### src/rtl/regfile_wr_scheduler_pkg.sv
// rtl/regfile_wr_scheduler_pkg.sv - shared defaults, state enum and clog2 helper for the write scheduler
package rf_ctrl_pkg;

   localparam int NREQ_DEF  = 4;
   localparam int DEPTH_DEF = 32;
   localparam int DW_DEF    = 32;
   localparam int AW_DEF    = 5;

   typedef enum logic {
      IDLE,
      CLEAR
   } state_t;

   function automatic int clog2(input int v);
      int r;
      r = 0;
      while ((1 << r) < v) r++;
      return r;
   endfunction

endpackage

### src/rtl/regfile_wr_scheduler_if.sv
// rtl/regfile_wr_scheduler_if.sv - requester and register-file write-port bundle
interface regfile_wr_scheduler_if
   import rf_ctrl_pkg::*;
#(
   parameter int NREQ = NREQ_DEF,
   parameter int AW   = AW_DEF,
   parameter int DW   = DW_DEF
);
   logic [NREQ-1:0]    req;
   logic [NREQ*AW-1:0] req_addr;
   logic [NREQ*DW-1:0] req_data;
   logic [NREQ-1:0]    gnt;
   logic               clr_start;
   logic               clr_busy;
   logic               clr_done;
   logic               rf_we;
   logic [AW-1:0]      rf_waddr;
   logic [DW-1:0]      rf_wdata;

   modport master (
      output req, req_addr, req_data, clr_start,
      input  gnt, clr_busy, clr_done, rf_we, rf_waddr, rf_wdata
   );

   modport slave (
      input  req, req_addr, req_data, clr_start,
      output gnt, clr_busy, clr_done, rf_we, rf_waddr, rf_wdata
   );
endinterface

### src/rtl/regfile_wr_scheduler_rr_pick.sv
// rtl/regfile_wr_scheduler_rr_pick.sv - combinational round-robin picker
// Rotates requests so rr_ptr sits at bit 0, isolates the lowest set bit, rotates back.
module rr_pick
   import rf_ctrl_pkg::*;
#(
   parameter int NREQ = NREQ_DEF,
   parameter int PW   = clog2(NREQ)
) (
   input  logic [NREQ-1:0] eff,
   input  logic [PW-1:0]   rr_ptr,
   output logic [NREQ-1:0] win,
   output logic            valid
);
   logic [NREQ-1:0] rot;
   logic [NREQ-1:0] rot_win;

   always_comb begin
      rot     = NREQ'({eff, eff} >> rr_ptr);
      rot_win = rot & (-rot);
      win     = NREQ'(({rot_win, rot_win} << rr_ptr) >> NREQ);
      valid   = |eff;
   end
endmodule

### src/rtl/regfile_wr_scheduler.sv
// rtl/regfile_wr_scheduler.sv - round-robin owner of the register-file write port with clear sweep
module regfile_wr_scheduler
   import rf_ctrl_pkg::*;
#(
   parameter int NREQ         = NREQ_DEF,
   parameter int DEPTH        = DEPTH_DEF,
   parameter int DW           = DW_DEF,
   parameter int AW           = AW_DEF,
   parameter int R0_HARDWIRED = 1
) (
   input  logic                   clk,
   input  logic                   rst,
   regfile_wr_scheduler_if.slave  bus
);
   localparam int          PW      = clog2(NREQ);
   localparam logic [AW:0] CNT_END = (AW + 1)'(DEPTH);

   state_t            state, state_nxt;
   logic [AW:0]       cnt, cnt_nxt;
   logic [PW-1:0]     rr_ptr, rr_ptr_nxt;
   logic [NREQ-1:0]   gnt_q, gnt_nxt;
   logic              we_q, we_nxt;
   logic [AW-1:0]     waddr_q, waddr_nxt;
   logic [DW-1:0]     wdata_q, wdata_nxt;
   logic              busy_q, busy_nxt;
   logic              done_q, done_nxt;

   logic [NREQ-1:0]   eff;
   logic [NREQ-1:0]   win;
   logic              win_valid;
   logic [AW-1:0]     sel_addr;
   logic [DW-1:0]     sel_data;
   logic [PW-1:0]     ptr_after;

   // A lane granted last cycle is masked so a held request is not served twice.
   assign eff = bus.req & ~gnt_q;

   rr_pick #(.NREQ(NREQ), .PW(PW)) u_pick (
      .eff    (eff),
      .rr_ptr (rr_ptr),
      .win    (win),
      .valid  (win_valid)
   );

   always_comb begin
      sel_addr  = '0;
      sel_data  = '0;
      ptr_after = '0;
      for (int i = 0; i < NREQ; i++) begin
         if (win[i]) begin
            sel_addr  = bus.req_addr[i*AW +: AW];
            sel_data  = bus.req_data[i*DW +: DW];
            ptr_after = (i == NREQ - 1) ? '0 : PW'(i + 1);
         end
      end
   end

   always_comb begin
      state_nxt  = state;
      cnt_nxt    = cnt;
      rr_ptr_nxt = rr_ptr;
      gnt_nxt    = '0;
      we_nxt     = 1'b0;
      waddr_nxt  = waddr_q;
      wdata_nxt  = wdata_q;
      busy_nxt   = 1'b0;
      done_nxt   = 1'b0;
      case (state)
         IDLE: begin
            if (bus.clr_start) begin
               state_nxt = CLEAR;
               cnt_nxt   = (AW + 1)'(1);
               busy_nxt  = 1'b1;
               we_nxt    = 1'b1;
               waddr_nxt = '0;
               wdata_nxt = '0;
            end else if (win_valid) begin
               gnt_nxt    = win;
               // Writes to a hardwired r0 are consumed but never reach the file.
               we_nxt     = !((R0_HARDWIRED != 0) && (sel_addr == '0));
               waddr_nxt  = sel_addr;
               wdata_nxt  = sel_data;
               rr_ptr_nxt = ptr_after;
            end
         end
         CLEAR: begin
            if (cnt == CNT_END) begin
               state_nxt = IDLE;
               cnt_nxt   = '0;
               done_nxt  = 1'b1;
            end else begin
               busy_nxt  = 1'b1;
               we_nxt    = 1'b1;
               waddr_nxt = cnt[AW-1:0];
               wdata_nxt = '0;
               cnt_nxt   = cnt + (AW + 1)'(1);
            end
         end
         default: state_nxt = IDLE;
      endcase
   end

   always_ff @(posedge clk or negedge rst) begin
      if (!rst) begin
         state   <= IDLE;
         cnt     <= '0;
         rr_ptr  <= '0;
         gnt_q   <= '0;
         we_q    <= 1'b0;
         waddr_q <= '0;
         wdata_q <= '0;
         busy_q  <= 1'b0;
         done_q  <= 1'b0;
      end else begin
         state   <= state_nxt;
         cnt     <= cnt_nxt;
         rr_ptr  <= rr_ptr_nxt;
         gnt_q   <= gnt_nxt;
         we_q    <= we_nxt;
         waddr_q <= waddr_nxt;
         wdata_q <= wdata_nxt;
         busy_q  <= busy_nxt;
         done_q  <= done_nxt;
      end
   end

   assign bus.gnt      = gnt_q;
   assign bus.rf_we    = we_q;
   assign bus.rf_waddr = waddr_q;
   assign bus.rf_wdata = wdata_q;
   assign bus.clr_busy = busy_q;
   assign bus.clr_done = done_q;
endmodule

### src/flat_wrapper.sv
// flat-port wrapper written by rule: the top's interface ports become plain ports
module regfile_wr_scheduler_flat import rf_ctrl_pkg::*;
#(
   parameter int NREQ         = NREQ_DEF,
   parameter int DEPTH        = DEPTH_DEF,
   parameter int DW           = DW_DEF,
   parameter int AW           = AW_DEF,
   parameter int R0_HARDWIRED = 1
)
  (clk, rst, bus_req, bus_req_addr, bus_req_data, bus_clr_start, bus_gnt, bus_clr_busy, bus_clr_done, bus_rf_we, bus_rf_waddr, bus_rf_wdata);
  regfile_wr_scheduler_if #(.NREQ(NREQ), .AW(AW), .DW(DW)) bus_i ();
  input  logic clk;
  input  logic rst;
  input wire logic [$bits(bus_i.req)-1:0] bus_req;
  input wire logic [$bits(bus_i.req_addr)-1:0] bus_req_addr;
  input wire logic [$bits(bus_i.req_data)-1:0] bus_req_data;
  input wire logic [$bits(bus_i.clr_start)-1:0] bus_clr_start;
  output wire logic [$bits(bus_i.gnt)-1:0] bus_gnt;
  output wire logic [$bits(bus_i.clr_busy)-1:0] bus_clr_busy;
  output wire logic [$bits(bus_i.clr_done)-1:0] bus_clr_done;
  output wire logic [$bits(bus_i.rf_we)-1:0] bus_rf_we;
  output wire logic [$bits(bus_i.rf_waddr)-1:0] bus_rf_waddr;
  output wire logic [$bits(bus_i.rf_wdata)-1:0] bus_rf_wdata;
  assign bus_i.req = bus_req;
  assign bus_i.req_addr = bus_req_addr;
  assign bus_i.req_data = bus_req_data;
  assign bus_i.clr_start = bus_clr_start;
  assign bus_gnt = bus_i.gnt;
  assign bus_clr_busy = bus_i.clr_busy;
  assign bus_clr_done = bus_i.clr_done;
  assign bus_rf_we = bus_i.rf_we;
  assign bus_rf_waddr = bus_i.rf_waddr;
  assign bus_rf_wdata = bus_i.rf_wdata;
  regfile_wr_scheduler #(.NREQ(NREQ), .DEPTH(DEPTH), .DW(DW), .AW(AW), .R0_HARDWIRED(R0_HARDWIRED)) u_core (.clk(clk), .rst(rst), .bus(bus_i));
endmodule
### config.mk
export PLATFORM = sky130hd
export DESIGN_NAME = regfile_wr_scheduler_flat
export DESIGN_NICKNAME = d
export VERILOG_FILES = /design/src/rtl/regfile_wr_scheduler_pkg.sv /design/src/rtl/regfile_wr_scheduler_if.sv /design/src/rtl/regfile_wr_scheduler_rr_pick.sv /design/src/rtl/regfile_wr_scheduler.sv /design/src/flat_wrapper.sv
export SDC_FILE = /design/constraint.sdc
export NUM_CORES = 1
export LEC_CHECK = 0
export CELL_PAD_IN_SITES_DETAIL_PLACEMENT = 1
export CELL_PAD_IN_SITES_GLOBAL_PLACEMENT = 2
export CORE_MARGIN = 1
export CORE_UTILIZATION = 22
export CTS_BUF_LIST = sky130_fd_sc_hd__clkbuf_16
export DETAILED_ROUTE_END_ITERATION = 6
export PLACE_DENSITY = 0.86
export SYNTH_ARGS = -nofsm -noshare
export SYNTH_HDL_FRONTEND = slang
export SYNTH_HIERARCHICAL = 1
export SYNTH_SLANG_ARGS = --single-unit
### constraint.sdc
create_clock -name clk -period 5.2 [get_ports clk]
set_input_delay 1.04 -clock clk [delete_from_list [all_inputs] [get_ports clk]]
set_output_delay 1.04 -clock clk [all_outputs]
set_load 0.05 [all_outputs]
==> metrics.yaml <==
global_routing:
  grt_max_degree: 53
  grt_pass1_vias: 3820
  grt_remaining_overflow: 0
  antenna_found_initial: 0
  grt_pass1_wl_mm: 20.89
  grtUsageTotal: 0.1848
routing:
  initialDrtViolationCount: 210
  first_pass_iters: 4
  wl_per_cell_um: 20.09
  detail-route-antenna-nets: 0
  drc: 0
  avgViaCountPerCell: 5.165
  vias: 3507
  routed_wl_mm: 13.64
yosys:
  synth-adder-area-share: 0.008026
  synth_cell_types: 43
  synth-edff-count: 0
  avgSynthCellArea_um2: 9.744
  synth_compound_area_frac: 0.3022
  async_reset_ff_frac: 1.000
  synthFlopType: "dfrtp_1"
  yosys_warnings: 6
  muxShareOfSynthArea: 0.003210
  synth_area_mm2: 0.003118
  syn-num-nets: 477
  synth_top_family_by_area: "compound AO/OA/AOI/OAI gates"
  ys_seq_area_frac: 0.4173
  yosys.area_share.simple: 0.1998
  ys_ff_latch: 52
  synth_xor_area_frac: 0.005618
  syn_inst: 320
floorplan:
  die-area_mm2: 0.01465
  die_w_um: 121.1
  rows: 43
  coreArea_mm2: 0.01383
  die_y_um: 121.1
  initial_core_util: 0.2255
  io_pins: 199
finish:
  fin_util: 0.3858
  insertedDiodeCount: 0
  syn_to_final_growth_pct: 71.07
  mostFrequentLayoutCells: "197 x clkdlybuf4s50_1, 52 x dfrtp_1, 38 x nor2b_1, 36 x a221o_1, 33 x nor3_1"
  drive_above_1_share: 0.04409
  fin_nets: 655
  final_common_cell: "clkdlybuf4s50_1"
cts:
  cts_tree: "built"
  cts_made_buffers: 5
  cts.sinks: 52
  postCtsSetupRepairBufs: 0
  htreeDepth: 2
  cts-hold-fix-buffers: 0
  cts_max_path_buffers: 2
  clk_latency_ns: 0.30
  clk_pin_slew_ns: 0.07
  postCtsResizedCells: 0
  cts_root_buffer: "clkbuf_16"
worst_setup_path:
  r2r_slack_ns: 2.22
  path_class: "in2reg"
  cp.arrival_ns: 3.97
  crit_slowest_cell: "and3_2"
  crit_chain: "clkdlybuf4s50_1 > nor2b_1 > nor2b_1 > o21ai_0 > and3_2 > nor2b_4 > buf_4 > a221oi_1 > nor3_1 > a221o_1"
  cp_common_cell: "nor2b_1"
  start_kind: "input port"
  reg2regPathDepth: 9
  max_stage_delay_ns: 0.83
  endpoint_kind: "flop"
  cp_max_fo: 41
  crit_required_ns: 5.37
  r2r-start: "u_core/bus.gnt[2]"
  r2r-end: "u_core/bus.rf_wdata[0]"
timing:
  skew_ns: 0.005759
  finalHoldViolCount: 0
  worst_slew_pin_slew_ns: 1.076
  fin_crit_sh: 0.7305
  timing.final.crit_period_ns: 3.798
  slew_headroom: 0.2827
  rsz0062_at_grt: "false"
  setup_tns_ns: 0
  finalMaxSlewViolations: 0
  setup_viol_count_final: 0
  fmax_mhz: 263.3
min_path:
  hp-start: "u_core/bus.rf_waddr[3]"
  hold_depth: 2
  whs_endpoint: "u_core/bus.rf_waddr[3]"
  hold_class: "reg2reg"
flow_run:
  maxCapViolations: 0
status:
  status: "finished, final reports clean"
placed_design:
  dp_hpwl_mm: 9.658
  place_congestion: 0.7409
  portBuffers: 198
power_and_ir_drop:
  p_per_area_mw_per_mm2: 318.4
  leakagePower_nw: 2.075
  vdd_drop_max_mv: 0.1284
worst max-delay path, delay by kind of cell:
kind	cells	cell delay, ns
AND/OR/NAND/NOR	5	1.43
AO/OA/AOI/OAI	3	0.80
buffers and inverters	2	0.70
layer usage:
layer  GRT usage  up-vias  part of all wire
met4     0.04938        0             0.016
met5           0        -                 0
met1      0.2254     1751              0.41
met2      0.3336      138              0.51
li1            -     1604                 -
met3     0.02961       14             0.063
worst max-delay path by stage:
stage                          start                       to  slack [ns]
after floorplan           bus_req[2]  u_core/bus.rf_wdata[23]        2.34
after global placement    bus_req[2]         u_core/bus.rf_we        1.18
after detailed placement  bus_req[2]         u_core/bus.rf_we        1.10
after CTS                 bus_req[2]         u_core/bus.rf_we        1.42
after global routing      bus_req[2]   u_core/bus.rf_wdata[0]        1.22
final                     bus_req[2]   u_core/bus.rf_wdata[0]        1.40
cell families (layout without fill, tap and decap cells):
kind of cell | Yosys count | in the layout
compound gates | 109 | 109
xor+xnor | 2 | 2
fa+ha+maj | 2 | 2
buf+inv | 39 | 218
flops | 52 | 52
mux | 1 | 1
simple gates | 115 | 115
power breakdown:
group,internal (W),switching [W]
combinational,0.000365,0.000444
clock,0.000176,0.000159
sequential,0.000469,0.0000856
total,0.00101,0.000688
cell type report:
class	instances	area, um^2
clock buffers	5	125.1
well taps	180	225.2
repair buffers	203	2014
inverters	7	26.28
fillers	1586	8493
clock inverters	3	13.76
multi-input cells	229	1628
flip-flops and latches	52	1301
cell usage after synthesis, types with 3 or more instances:
cell type	instances	share of area
clkbuf_1	14	0.017
nand2b_1	4	0.0080
buf_6	4	0.014
and3_1	6	0.012
buf_2	12	0.019
a2bb2oi_1	4	0.011
nor3_1	33	0.053
nor2_1	7	0.0084
nor2b_1	39	0.078
inv_1	7	0.0084
dfrtp_1	52	0.42
a32oi_1	5	0.014
o21ai_0	6	0.0096
a221oi_1	32	0.090
o21ai_1	5	0.0080
nand2_1	18	0.022
o31ai_1	3	0.0072
a221o_1	36	0.12
stage by stage:
| stage | cells | power (W) | worst slack [ns] | hold slack (ns) | instance area [um^2] |
|---|---|---|---|---|---|
| after floorplan | 320 | 0.001059 | 2.343 | 0.5284 | 3118 |
| after global placement | 671 | 0.001351 | 1.184 | 0.4717 | 5195 |
| after detailed placement | 671 | 0.001375 | 1.096 | 0.4778 | 5195 |
| after CTS | 679 | 0.001722 | 1.422 | 0.4945 | 5334 |
| after global routing | 679 | 0.001806 | 1.221 | 0.5304 | 5334 |
| final | 679 | 0.001698 | 1.402 | 0.4887 | 5334 |
registers in the layout (all words and copies together), names as in the netlist:
name and flops:
u_core/bus.rf_wdata 32, u_core/bus.gnt 4, u_core/bus.rf_we 1, u_core/rr_ptr 2, u_core/bus.rf_waddr 5, u_core/bus.clr_busy 1
u_core/cnt 6, u_core/bus.clr_done 1
No activity file was read; power rests on OpenSTA's default activity.
